File: src/rtl/ysyx_23060025_lsu_stage_pkg.sv
// rtl/ysyx_23060025_lsu_stage_pkg.sv - shared encodings, bus widths and FSM states of the LSU stage
//
// Purpose : load/store type encodings, side-bus field layout, stage bus widths,
//           LSU state codes and the misalignment rule used by the stage.
// Ports   : none (package).

package ysyx_23060025_lsu_stage_pkg;

  // Side bus {pc[32], wd[1], wreg[5], csr_wdata[32], csr_waddr[12], csr_type[3], ebreak[1]}
  localparam int ES_SIDE_BUS_WD  = 86;
  localparam int LS_TO_WB_BUS_WD = ES_SIDE_BUS_WD + 32 + 1;
  localparam int LS_TO_DS_FWD_WD = 39;
  localparam int SIDE_WD_BIT     = 53;
  localparam int SIDE_WREG_LSB   = 48;

  localparam logic [2:0] LD_NONE = 3'd0;
  localparam logic [2:0] LD_LB   = 3'd1;
  localparam logic [2:0] LD_LH   = 3'd2;
  localparam logic [2:0] LD_LW   = 3'd3;
  localparam logic [2:0] LD_LBU  = 3'd4;
  localparam logic [2:0] LD_LHU  = 3'd5;

  localparam logic [1:0] ST_NONE = 2'd0;
  localparam logic [1:0] ST_SB   = 2'd1;
  localparam logic [1:0] ST_SH   = 2'd2;
  localparam logic [1:0] ST_SW   = 2'd3;

  typedef enum logic [1:0] {
    LS_IDLE = 2'd0,
    LS_REQ  = 2'd1,
    LS_WAIT = 2'd2,
    LS_DONE = 2'd3
  } ls_state_e;

  // Halfword accesses need an even address, word accesses a multiple of four.
  function automatic logic is_misaligned(input logic [2:0] load_type,
                                         input logic [1:0] store_type,
                                         input logic [1:0] addr_lo);
    logic half;
    logic word;
    half = (load_type == LD_LH) || (load_type == LD_LHU) || (store_type == ST_SH);
    word = (load_type == LD_LW) || (store_type == ST_SW);
    return (half && addr_lo[0]) || (word && (addr_lo != 2'b00));
  endfunction

endpackage

File: src/rtl/ysyx_23060025_lsu_align.sv
// rtl/ysyx_23060025_lsu_align.sv - byte-lane alignment for stores and loads
//
// Purpose : combinational lane steering between the 32-bit data bus and the core.
// Ports   : addr_lo    - low two bits of the byte address
//           load_type  - load encoding (0 = none)
//           store_type - store encoding (0 = none)
//           store_data - store source register value
//           rdata      - raw word returned by the data bus
//           wstrb      - byte enables for the store
//           wdata      - store data replicated across lanes
//           load_data  - extracted and extended load result

module ysyx_23060025_lsu_align
  import ysyx_23060025_lsu_stage_pkg::*;
(
  input  logic [1:0]  addr_lo,
  input  logic [2:0]  load_type,
  input  logic [1:0]  store_type,
  input  logic [31:0] store_data,
  input  logic [31:0] rdata,
  output logic [3:0]  wstrb,
  output logic [31:0] wdata,
  output logic [31:0] load_data
);

  logic [7:0]  lane_byte;
  logic [15:0] lane_half;

  always_comb begin
    wstrb = 4'b0000;
    wdata = store_data;
    case (store_type)
      ST_SB: begin
        wstrb = 4'b0001 << addr_lo;
        wdata = {4{store_data[7:0]}};
      end
      ST_SH: begin
        wstrb = 4'b0011 << {addr_lo[1], 1'b0};
        wdata = {2{store_data[15:0]}};
      end
      ST_SW: wstrb = 4'b1111;
      default: ;
    endcase
  end

  always_comb begin
    case (addr_lo)
      2'd0:    lane_byte = rdata[7:0];
      2'd1:    lane_byte = rdata[15:8];
      2'd2:    lane_byte = rdata[23:16];
      default: lane_byte = rdata[31:24];
    endcase
    lane_half = addr_lo[1] ? rdata[31:16] : rdata[15:0];
    load_data = 32'h0;
    case (load_type)
      LD_LB:   load_data = {{24{lane_byte[7]}}, lane_byte};
      LD_LH:   load_data = {{16{lane_half[15]}}, lane_half};
      LD_LW:   load_data = rdata;
      LD_LBU:  load_data = {24'h0, lane_byte};
      LD_LHU:  load_data = {16'h0, lane_half};
      default: load_data = 32'h0;
    endcase
  end

endmodule

File: src/rtl/ysyx_23060025_lsu_stage.sv
// rtl/ysyx_23060025_lsu_stage.sv - load/store pipeline stage with a request/grant/response data bus
//
// Purpose : accepts one instruction from EX, performs at most one data-bus access for it,
//           and hands the result to WB; non-memory ops pass through in one cycle.
// Ports   : clock, reset (async, active low)
//           es_to_lsu_valid_i / lsu_allowin_o       - upstream handshake
//           alu_result_i, mem_wdata_i, load_type_i,
//           store_type_i, es_side_bus_i              - EX payload, latched on accept
//           mem_req_o/we/addr/wdata/wstrb            - data-bus request (word-aligned address)
//           mem_gnt_i/rvalid_i/err_i/rdata_i         - data-bus grant and response
//           ls_to_wb_valid_o / wb_allowin_i          - downstream handshake
//           ls_to_wb_bus_o                           - {side bus, wb_data, access_err}
//           ls_to_ds_forward_bus_o                   - {dep_need_stall, forward_enable, wreg, wb_data}

module ysyx_23060025_lsu_stage
  import ysyx_23060025_lsu_stage_pkg::*;
#(
  parameter int DATA_LEN = 32
) (
  input  logic                       clock,
  input  logic                       reset,
  input  logic                       es_to_lsu_valid_i,
  output logic                       lsu_allowin_o,
  input  logic [DATA_LEN-1:0]        alu_result_i,
  input  logic [DATA_LEN-1:0]        mem_wdata_i,
  input  logic [2:0]                 load_type_i,
  input  logic [1:0]                 store_type_i,
  input  logic [ES_SIDE_BUS_WD-1:0]  es_side_bus_i,
  output logic                       mem_req_o,
  output logic                       mem_we_o,
  output logic [31:0]                mem_addr_o,
  output logic [31:0]                mem_wdata_o,
  output logic [3:0]                 mem_wstrb_o,
  input  logic                       mem_gnt_i,
  input  logic                       mem_rvalid_i,
  input  logic                       mem_err_i,
  input  logic [31:0]                mem_rdata_i,
  output logic                       ls_to_wb_valid_o,
  input  logic                       wb_allowin_i,
  output logic [LS_TO_WB_BUS_WD-1:0] ls_to_wb_bus_o,
  output logic [LS_TO_DS_FWD_WD-1:0] ls_to_ds_forward_bus_o
);

  ls_state_e                 state;
  ls_state_e                 state_next;
  logic                      ls_valid;
  logic [DATA_LEN-1:0]       ls_alu;
  logic [DATA_LEN-1:0]       ls_wdata;
  logic [2:0]                ls_load_type;
  logic [1:0]                ls_store_type;
  logic [ES_SIDE_BUS_WD-1:0] ls_side;
  logic                      access_err;
  logic [31:0]               ld_data;

  logic        accept;
  logic        in_is_mem;
  logic        in_misaligned;
  logic        ls_is_load;
  logic        ls_is_store;
  logic        ls_ready_go;
  logic [31:0] wb_data;
  logic [3:0]  align_wstrb;
  logic [31:0] align_wdata;
  logic [31:0] align_load_data;
  logic        forward_enable;
  logic        dep_need_stall;

  assign in_is_mem     = (load_type_i != LD_NONE) || (store_type_i != ST_NONE);
  assign in_misaligned = in_is_mem && is_misaligned(load_type_i, store_type_i, alu_result_i[1:0]);
  assign ls_is_load    = (ls_load_type != LD_NONE);
  assign ls_is_store   = (ls_store_type != ST_NONE);

  // Memory ops are only ready once their response (or misalignment) has landed in DONE.
  assign ls_ready_go   = (ls_is_load || ls_is_store) ? (state == LS_DONE) : 1'b1;
  assign lsu_allowin_o = !ls_valid || (ls_ready_go && wb_allowin_i);
  assign accept        = es_to_lsu_valid_i && lsu_allowin_o;

  ysyx_23060025_lsu_align u_align (
    .addr_lo    (ls_alu[1:0]),
    .load_type  (ls_load_type),
    .store_type (ls_store_type),
    .store_data (ls_wdata[31:0]),
    .rdata      (mem_rdata_i),
    .wstrb      (align_wstrb),
    .wdata      (align_wdata),
    .load_data  (align_load_data)
  );

  always_comb begin
    state_next = state;
    case (state)
      LS_IDLE: state_next = LS_IDLE;
      LS_REQ:  if (mem_gnt_i) state_next = LS_WAIT;
      LS_WAIT: if (mem_rvalid_i) state_next = LS_DONE;
      LS_DONE: if (ls_ready_go && wb_allowin_i) state_next = LS_IDLE;
      default: state_next = LS_IDLE;
    endcase
    // An accept only happens from IDLE or while DONE is retiring, so it overrides.
    if (accept && in_is_mem) begin
      state_next = in_misaligned ? LS_DONE : LS_REQ;
    end
  end

  always_ff @(posedge clock or negedge reset) begin
    if (!reset) begin
      state <= LS_IDLE;
    end else begin
      state <= state_next;
    end
  end

  always_ff @(posedge clock or negedge reset) begin
    if (!reset) begin
      ls_valid      <= 1'b0;
      ls_alu        <= '0;
      ls_wdata      <= '0;
      ls_load_type  <= LD_NONE;
      ls_store_type <= ST_NONE;
      ls_side       <= '0;
      access_err    <= 1'b0;
      ld_data       <= 32'h0;
    end else begin
      if (lsu_allowin_o) begin
        ls_valid <= es_to_lsu_valid_i;
      end
      if (accept) begin
        ls_alu        <= alu_result_i;
        ls_wdata      <= mem_wdata_i;
        ls_load_type  <= load_type_i;
        ls_store_type <= store_type_i;
        ls_side       <= es_side_bus_i;
        access_err    <= in_misaligned;
        ld_data       <= 32'h0;
      end else if ((state == LS_WAIT) && mem_rvalid_i) begin
        access_err <= mem_err_i;
        ld_data    <= mem_err_i ? 32'h0 : align_load_data;
      end
    end
  end

  // A faulted access (misaligned or bus error) always reports zero data.
  assign wb_data = access_err ? 32'h0 : (ls_is_load ? ld_data : ls_alu[31:0]);

  assign mem_req_o   = (state == LS_REQ);
  assign mem_we_o    = mem_req_o && ls_is_store;
  assign mem_addr_o  = {ls_alu[31:2], 2'b00};
  assign mem_wdata_o = align_wdata;
  assign mem_wstrb_o = (mem_req_o && ls_is_store) ? align_wstrb : 4'b0000;

  assign forward_enable = ls_valid && ls_side[SIDE_WD_BIT] &&
                          (ls_side[SIDE_WREG_LSB +: 5] != 5'd0);
  assign dep_need_stall = ls_valid && ls_is_load && !ls_ready_go;

  assign ls_to_wb_valid_o       = ls_valid && ls_ready_go;
  assign ls_to_wb_bus_o         = {ls_side, wb_data, access_err};
  assign ls_to_ds_forward_bus_o = {dep_need_stall, forward_enable,
                                   ls_side[SIDE_WREG_LSB +: 5], wb_data};

endmodule
File: config.mk
export PLATFORM = sky130hd
export DESIGN_NAME = ysyx_23060025_lsu_stage
export DESIGN_NICKNAME = d
export VERILOG_FILES = /design/src/rtl/ysyx_23060025_lsu_stage_pkg.sv /design/src/rtl/ysyx_23060025_lsu_align.sv /design/src/rtl/ysyx_23060025_lsu_stage.sv
export SDC_FILE = /design/constraint.sdc
export NUM_CORES = 1
export LEC_CHECK = 0
export CORE_ASPECT_RATIO = 1.75
export CORE_MARGIN = 8
export CORE_UTILIZATION = 30
export CTS_BUF_LIST = sky130_fd_sc_hd__clkbuf_16
export CTS_CLUSTER_SIZE = 14
export DETAILED_ROUTE_END_ITERATION = 8
export GPL_ROUTABILITY_DRIVEN = 0
export GPL_TIMING_DRIVEN = 0
export PLACE_DENSITY = 0.73
export SETUP_SLACK_MARGIN = 0.2
export SLEW_MARGIN = 20
export SYNTH_ARGS = -nofsm -noshare
export SYNTH_HDL_FRONTEND = slang
export SYNTH_SLANG_ARGS = --single-unit
File: constraint.sdc
create_clock -name clock -period 1.65 [get_ports clock]
set_input_delay 0.2475 -clock clock [delete_from_list [all_inputs] [get_ports clock]]
set_output_delay 0.2475 -clock clock [all_outputs]
set_load 0.02 [all_outputs]
## Word level (Yosys, flattened, before mapping)

Cells that the tools add are included.

- Flip-flop bits (word level): 191
- Latch bits: 0
- RAM bits: 0
- ROM bits: 0
- Bits of input ports: 194
- Output and inout port bits: 230
- Logic and storage cells: 84
- Memories kept: 0

- Add/sub/neg operators: 0
- Multiply operators: 0
- Divide/modulo/power cells: 0
- Magnitude comparators: 0
- Equal/unequal tests: 21
- Shift-type cells: 2
- Multiplexer cells: 20
- Bitwise logic cells: 0
- Reduce and logical (&&, ||, !) cells: 32

Operators by type and width:

| cell | number |
|---|---|
| two-way mux 32 bit | 5 |
| one-hot mux 32 bit (5 select lines) | 1 |
| one-hot mux 32 bit (2 select lines) | 1 |
| one-hot mux 8 bit (3 select lines) | 1 |
| two-way mux 16 bit | 1 |
| equality test 2 bit, second input constant | 7 |
| logical AND 1 bit | 13 |
| equality test 3 x 2 -> 1 bit, second input constant | 4 |
| one-hot mux 4 bit (3 select lines) | 1 |
| two-way mux 2 bit | 5 |
| equality test 3 bit, second input constant | 3 |
| one-hot mux 2 bit (4 select lines) | 1 |
| nonzero test 2 bit | 4 |
| logical OR 1 bit | 7 |
| equality test 2 x 1 -> 1 bit, second input constant | 3 |
| != test 3 x 1 -> 1 bit, second input constant | 2 |
| nonzero test 3 bit | 2 |
| nonzero test 5 bit | 1 |
| zero test 2 bit | 2 |
| two-way mux 4 bit | 1 |
| left shift 1 x 2 -> 4 bit, first input constant | 1 |
| left shift 2 x 2 -> 4 bit, first input constant | 1 |
| equality test 3 x 1 -> 1 bit, second input constant | 1 |
| two-way mux 1 bit | 3 |
| 3 further kinds | 4 |

## Logic depth before layout (Yosys ltp)

Gate-level depths: netlist (run 1).

- Depth after elaboration: 9
- Depth in mapped cells: 8
- Mapped depth without buffers: 6

## Modules after synthesis

A second synthesis (run 1) with hierarchy kept.

- Cells, all modules: 1203
- Area, all modules: 9975.8 µm²

Modules (own cells, without submodules):

| module | times used | cells each | area an instance (µm²) | sequential area each (µm²) |
|---|---|---|---|---|
| ysyx_23060025_lsu_stage | 1 | 1026 | 8675.8 | 4779.6 |
| ysyx_23060025_lsu_align | 1 | 177 | 1300.0 | 0.0 |

## Least setup slack after synthesis (run 1)

No wires, ideal clock.

- Path type: register to output
- Start point: register ls_load_type[1]
- End point: output ls_to_wb_bus_o[23]
- Arrival: 1913 ps
- Required time: 1402 ps
- Slack: -511 ps
- Cell stages (with the launch flop): 8
- Buffers on the path: 3
- Path through: dfrtp_1 buf_4 or2_1 nor2_2 buf_2 nand2_1 a21oi_1 buf_4

- Longest elaborated chain between the ends: 3

RTL lines:

| what | RTL line | text |
|---|---|---|
| start: declaration | ysyx_23060025_lsu_stage.sv:49 | `logic [2:0] ls_load_type;` |
| start signal: assignment | ysyx_23060025_lsu_stage.sv:129 | `ls_load_type <= load_type_i;` |
| nonzero test 3 bit | ysyx_23060025_lsu_stage.sv:70 | `assign ls_is_load = (ls_load_type != LD_NONE);` |
| two-way mux 32 bit (2 in series) | ysyx_23060025_lsu_stage.sv:142 | `assign wb_data = access_err ? 32'h0 : (ls_is_load ? ld_data : ls_alu[31:0]);` |
| end: declaration | ysyx_23060025_lsu_stage.sv:40 | `output logic [LS_TO_WB_BUS_WD-1:0] ls_to_wb_bus_o,` |

No other way between the ends.

## Final worst setup path (run 1)

- Start point: register ls_load_type[1]
- End point: output ls_to_wb_bus_o[30]

The elaborated chain is that of the path after synthesis.

==> out/metrics.yaml, run 1 <==
status: "finished, violations left"
violations: "setup timing"
maxCapViolations: 0
cp.required_ns: 1.40
dpl.hpwl_mm: 33.8
slew_viol_final: 0
slowest_stage: "dfrtp_2"
power_leakage_uw: 0.0111
postRouteAntennaNets: 0
drt_wl_total_mm: 51.6
root_buffer: "clkbuf_16"
p_total_uw: 46400
final_nets: 1995
finalCritPeriodShare_pct: 149
clock_skew_ns: 0.0167
synth-seq-cells: 191
ioPinCount: 424
clockBufferDepth: 2
maxSlewHeadroom_pct: 52.6
initial_core_util_pct: 30.3
hp-class: "input port to async pin"
fp.dieW_um: 155
ys_seq_area_share_pct: 47.1
place_ws_ns: -1.03
cpPeakStageDelay_ns: 0.42
final_common_cell: "nand2_1"
drc: 0
p_per_area_nw_per_um2: 2130
whs_ns: 0.255
synthFlopType: "dfrtp_1"
die-height_um: 259
cpLargestDelayFamily: "buffers and inverters"
fmax_ghz: 0.406
arrival_ns: 2.22
groute.layer.met1.usage_pct: 23.5
synth_top_area_share_pct: 47.1
grtUsageTotal_pct: 22.6
final_cells: 2265
first_global_vias: 11400
cts_tree: "yes"
ir_worst_vdd_v: 0.00165
cts.sinks: 191
antenna_found_initial: 5
path_cells: "buf_6 -> or2_4 -> nor2_4 -> buf_6 -> buf_12 -> buf_12 -> nand2_4 -> a21oi_4 -> buf_6 -> buf_6"
synthToLayoutAreaGrowth_pct: 115
path_clk_slew_ns: 0.08
grt_pass1_wl_mm: 68.7
rsz0062_at_grt: "true"
globalRouteMet3Util_pct: 5.57
port_buffers: 421
tightestPinTransition_ns: 0.712
syn_area_um2: 10100
use_met2_pct: 40.5
busiest_layer: "met2"
final_cell_mix: "221 x nand2_1, 214 x buf_6, 192 x clkdlybuf4s50_1, 176 x nand2_2, 169 x dfrtp_1"
yosysWarnings: 0
syn-mean-instance-area_um2: 8.59
synth_edf_count: 0
cpMostUsedCell: "buf_6"
crit_fanout: 5
die-area_um2: 40200
crit_path_end_kind: "primary output"
setup_ws_ns: -0.813
vias_per_cell: 5.01
critPathKind: "flop to primary output"
grt-ovfl-total: 0
hold_violations: 0
worstSkewPairLatency_ns: 0.48
rows: 89
h-tree-depth: 4
synth_top_cell_by_area: "dfrtp_1"
firstDrtPassIters: 6
drt-initial-drc-count: 733
ys_top_cells_by_area: "dfrtp_1 47%, nand2_1 19%, buf_4 6.1%, a22oi_1 2.3%, a21oi_1 2.1%"
synthArstFlopShare_pct: 100
finalSetupViolCount: 287
place_inst: 2060
routedWlPerCell_um: 22.8
postSynthCellCount: 1181
grt_max_degree: 87
core_um2: 33500
synth.distinct_cells: 57
drive_above_1_share_pct: 54.6
fin_crit_ns: 2.46
cts_buffers: 17
crit_buf_inv: 6
num_vias: 11300
startpoint_type: "flop"
per-stage QoR:
step	utilization [%]	TNS (ns)	instance area [um2]
final	65.0	-154.74	21800
after global routing	65.0	-172.27	21800
after CTS	55.8	-176.30	18700
after detailed placement	48.5	-169.01	16300
after global placement	48.3	-1707.42	16200
after floorplan	-	-15.74	11400
synthesized netlist by cell type, types with 3 or more instances:
cell,instances
o22ai_1,24
o21ai_0,15
buf_2,26
ha_1,8
buf_4,83
buf_6,16
clkbuf_1,35
mux2i_1,11
a221oi_1,8
dfrtp_1,191
a22o_1,24
a21boi_0,6
nand2_1,516
o2bb2ai_1,16
inv_1,19
o2111ai_1,8
o21a_1,3
nor2_1,18
nand3_1,9
nor2b_1,6
a21oi_1,42
mux4_2,7
nand2b_1,5
o211ai_1,8
a22oi_1,31
and2_1,10
kinds of logic after synthesis:
group | share of synthesized area, %
simple gates | 22.8
fa+ha+maj | 0.987
flops | 47.1
buf+inv | 11.3
xor+xnor | 0.0864
compound gates | 14.8
mux | 2.86
other cells | 0.0370
layout make-up:
type                    count  area, um2
flip-flops and latches    191       4810
well taps                 455        569
fillers                  2451      11700
diodes                      4       10.0
clock buffers              17        425
inverters                  19       71.3
clock inverters            15        144
multi-input cells         810       6820
repair buffers            592       7010
plain buffers             162       1940
report_power, final:
part	switching [uW]	total, uW	internal [uW]	leakage, uW
Combinational	16400	33400	17000	0.00844
Clock	2170	4180	2010	0.000279
Sequential	2010	8830	6810	0.00240
metal layers:
layer  wire, um  part of all wire, %  vias to the layer above
li1           -                    -                     5088
met1      17700                   34                     5607
met2      28300                   55                      503
met3       2830                  5.5                      140
met4       2690                  5.2                        4
met5         27                0.052                        -
path summary, 6_finish.rpt:
check                                  start                  to  slack [ns]  depth (start not counted)
max                          ls_load_type[1]  ls_to_wb_bus_o[30]       -0.81                         10
min reg2reg                       ls_side[3]          ls_side[3]        0.47                          2
min in group clock         es_side_bus_i[31]         ls_side[31]        0.31                          3
max reg2reg                 ls_store_type[0]          ld_data[6]       -0.58                         10
min                                    reset           ls_alu[8]        0.25                          2
max in group asynchronous              reset          access_err        0.38                          4
worst reg2reg max path, stage by stage, from the launching register on:
cell	delay, ns
dfrtp_1	0.41
inv_2	0.09
ha_4	0.18
nor4b_4	0.12
buf_4	0.14
buf_6	0.12
o221ai_4	0.30
buf_12	0.16
nand3_4	0.19
clkbuf_16	0.25
o211ai_1	0.17
what timing repair did:
action                                  in CTS  in global routing
hold endpoints to repair                    38                  0
resized for setup                          777                775
endpoints found under the setup margin     419                505
cloned                                      21                 23
pin swaps                                   44                222
hold buffers                                 1                  0
buffers inserted                            54                 70
state kept, by name, summed over array words and instances, names as in the netlist:
register / cells
ls_side: 86
access_err: 1
ld_data: 32
ls_wdata: 32
ls_alu: 32
ls_store_type: 2
ls_valid: 1
ls_load_type: 3
state: 2
No activity file was read; power rests on OpenSTA's default activity.
==> inputs of run 2 (changes only) <==
--- a/config.mk
+++ b/config.mk
@@ -11,9 +11,8 @@
 export CTS_BUF_LIST = sky130_fd_sc_hd__clkbuf_16
 export CTS_CLUSTER_SIZE = 14
 export DETAILED_ROUTE_END_ITERATION = 8
-export GPL_ROUTABILITY_DRIVEN = 0
-export GPL_TIMING_DRIVEN = 0
-export PLACE_DENSITY = 0.73
+export GPL_ROUTABILITY_DRIVEN = 1
+export PLACE_DENSITY = 0.71
 export SETUP_SLACK_MARGIN = 0.2
 export SLEW_MARGIN = 20
 export SYNTH_ARGS = -nofsm -noshare
==> constraint.sdc (replaced) <==
create_clock -name clock -period 2.8 [get_ports clock]
set_input_delay 0.42 -clock clock [delete_from_list [all_inputs] [get_ports clock]]
set_output_delay 0.42 -clock clock [all_outputs]
set_load 0.02 [all_outputs]
==> run 2 against run 1 <==
Net effect: the run ends with hold timing left; critical path depth is 4 lower; design area down 33%; clock power is 40% lower; first-iteration DRC count decreased by 14%; hold slack lost 0.27 ns; utilization decreased by 21 points; sequential cell count did not move; count of clock-buffer cells in the layout unchanged; non-clock buffer count shrank 297; critical path type unchanged; highest routed layer unchanged.
==> out/metrics.yaml, run 2 (synthesis gave the netlist of run 1 again) <==
status: "finished, violations left"
violations: "hold timing"
grtUsageTotal_pct: 19.4
drt_wl_total_mm: 39.1
clockBufferDepth: 2
slowest_stage: "or3_1"
cts_tree: "yes"
drt-initial-drc-count: 632
die-area_um2: 40200
drc: 0
rows: 89
die-height_um: 259
vias_per_cell: 4.80
first_global_vias: 9910
final_nets: 1698
path_cells: "buf_4 -> or3_1 -> buf_12 -> nand2_1 -> a21oi_1 -> dlygate4sd2_1"
finalCritPeriodShare_pct: 91.0
num_vias: 9432
rsz0062_at_grt: "true"
power_leakage_uw: 0.00677
clock_skew_ns: 0.00807
tightestPinTransition_ns: 0.637
r2r_slack_ns: 0.64
cts.sinks: 191
startpoint_type: "flop"
r2r-start: "ls_store_type[0]"
arrival_ns: 2.13
grt-ovfl-total: 0
register_area_um2: 4780
final_common_cell: "nand2_1"
synthToLayoutAreaGrowth_pct: 44.0
drive_above_1_share_pct: 10.5
dpl.hpwl_mm: 29.9
worstSkewPairLatency_ns: 0.44
grt_pass1_wl_mm: 60.0
root_buffer: "clkbuf_16"
fmax_ghz: 0.393
core_um2: 33500
cts_buffers: 17
cp.required_ns: 2.38
p_total_uw: 17800
cpPeakStageDelay_ns: 0.40
path_clk_slew_ns: 0.08
antenna_found_initial: 3
hold_violations: 17
slew_viol_final: 0
multi_input_area_um2: 4270
p_per_area_nw_per_um2: 1220
cpLargestDelayFamily: "buffers and inverters"
r2r_cells: 8
firstDrtPassIters: 5
maxCapViolations: 0
ioPinCount: 424
hp-class: "input port to async pin"
worstReg2RegEnd: "ls_alu[0]"
critPathKind: "flop to primary output"
initial_core_util_pct: 30.3
crit_fanout: 33
fp.dieW_um: 155
port_buffers: 421
crit_buf_inv: 3
crit_path_end_kind: "primary output"
regMostFlops: "ls_side"
routedWlPerCell_um: 19.9
fin_crit_ns: 2.55
postRouteAntennaNets: 0
final_cell_mix: "516 x nand2_1, 324 x clkdlybuf4s50_1, 191 x dfrtp_1, 56 x clkbuf_2, 40 x a21oi_1"
maxSlewHeadroom_pct: 57.5
grt_max_degree: 124
h-tree-depth: 4
postCtsSetupRepairBufs: 0
ir_worst_vdd_v: 0.000785
tns_ns: 0
largest_register_ffs: 86
place_congestion: 0.939
whs_ns: -0.0190
fillerInstances: 3339
finalSetupViolCount: 0
## run 2: cell types whose count changed in the layout (fill, tap and decap cells not counted), moves of 32 or more
cell,delta
buf_4,-71
nand2_2,-175
a21oi_4,-42
clkdlybuf4s50_1,+132
nand2_4,-119
nand2_1,+295
a21oi_1,+40
buf_12,-32
dlymetal6s2s_1,-82
clkbuf_2,+32
buf_6,-214
## run 2: worst max-delay path by stage
stage | from | end | slack (ns) | depth (start not counted)
2_1_floorplan | ls_load_type[1] | ls_to_wb_bus_o[23] | 0.47 | 7
3_3_place_gp | ls_store_type[0] | lsu_allowin_o | 0.27 | 6
3_5_place_dp | ls_store_type[0] | mem_wdata_o[23] | 0.30 | 6
4_1_cts | ls_store_type[0] | lsu_allowin_o | 0.13 | 6
5_1_grt | ls_load_type[1] | ls_to_ds_forward_bus_o[29] | 0.11 | 6
6_report | ls_load_type[1] | ls_to_ds_forward_bus_o[31] | 0.25 | 6
## run 2: where the power goes
part / switching, uW / internal (uW) / total [uW]
Clock: 1180 / 1330 / 2510
Sequential: 985 / 3980 / 4970
Combinational: 6100 / 4230 / 10300
## run 2: routing by layer
| layer | wire [um] | track usage (%) | vias to the layer above |
|---|---|---|---|
| li1 | - | - | 4442 |
| met1 | 14400 | 21.1 | 4519 |
| met2 | 20300 | 34.1 | 382 |
| met3 | 2590 | 4.93 | 87 |
| met4 | 1750 | 10.1 | 2 |
| met5 | 12 | 0 | - |
## run 2: layout make-up
type | instances | area share (%)
Inverter | 19 | 0.488
Clock inverter | 15 | 1.09
Timing Repair Buffer | 457 | 29.6
Multi-Input combinational cell | 810 | 29.3
Antenna cell | 2 | 0.0343
Tap cell | 455 | 3.90
Sequential cell | 191 | 32.7
Clock buffer | 17 | 2.91
## run 2: timing repair
item | 4_1_cts | 5_1_grt
endpoints found under the hold margin | 0 | 0
setup endpoints to repair | 94 | 86
gates resized for setup | 115 | 122
hold buffers | 0 | 0
## run 2: stage by stage
stage	hold slack (ns)	std cells	setup WS [ns]	util (%)	instance area, um2
final	-0.0190	1966	0.253	43.6	14600
after global routing	0.00306	1966	0.107	43.6	14600
after CTS	0.00809	1964	0.128	44.1	14800
after global placement	0.456	1932	0.274	42.6	14300
after floorplan	0.124	1182	0.467	-	10100
after detailed placement	0.461	1932	0.299	42.6	14300
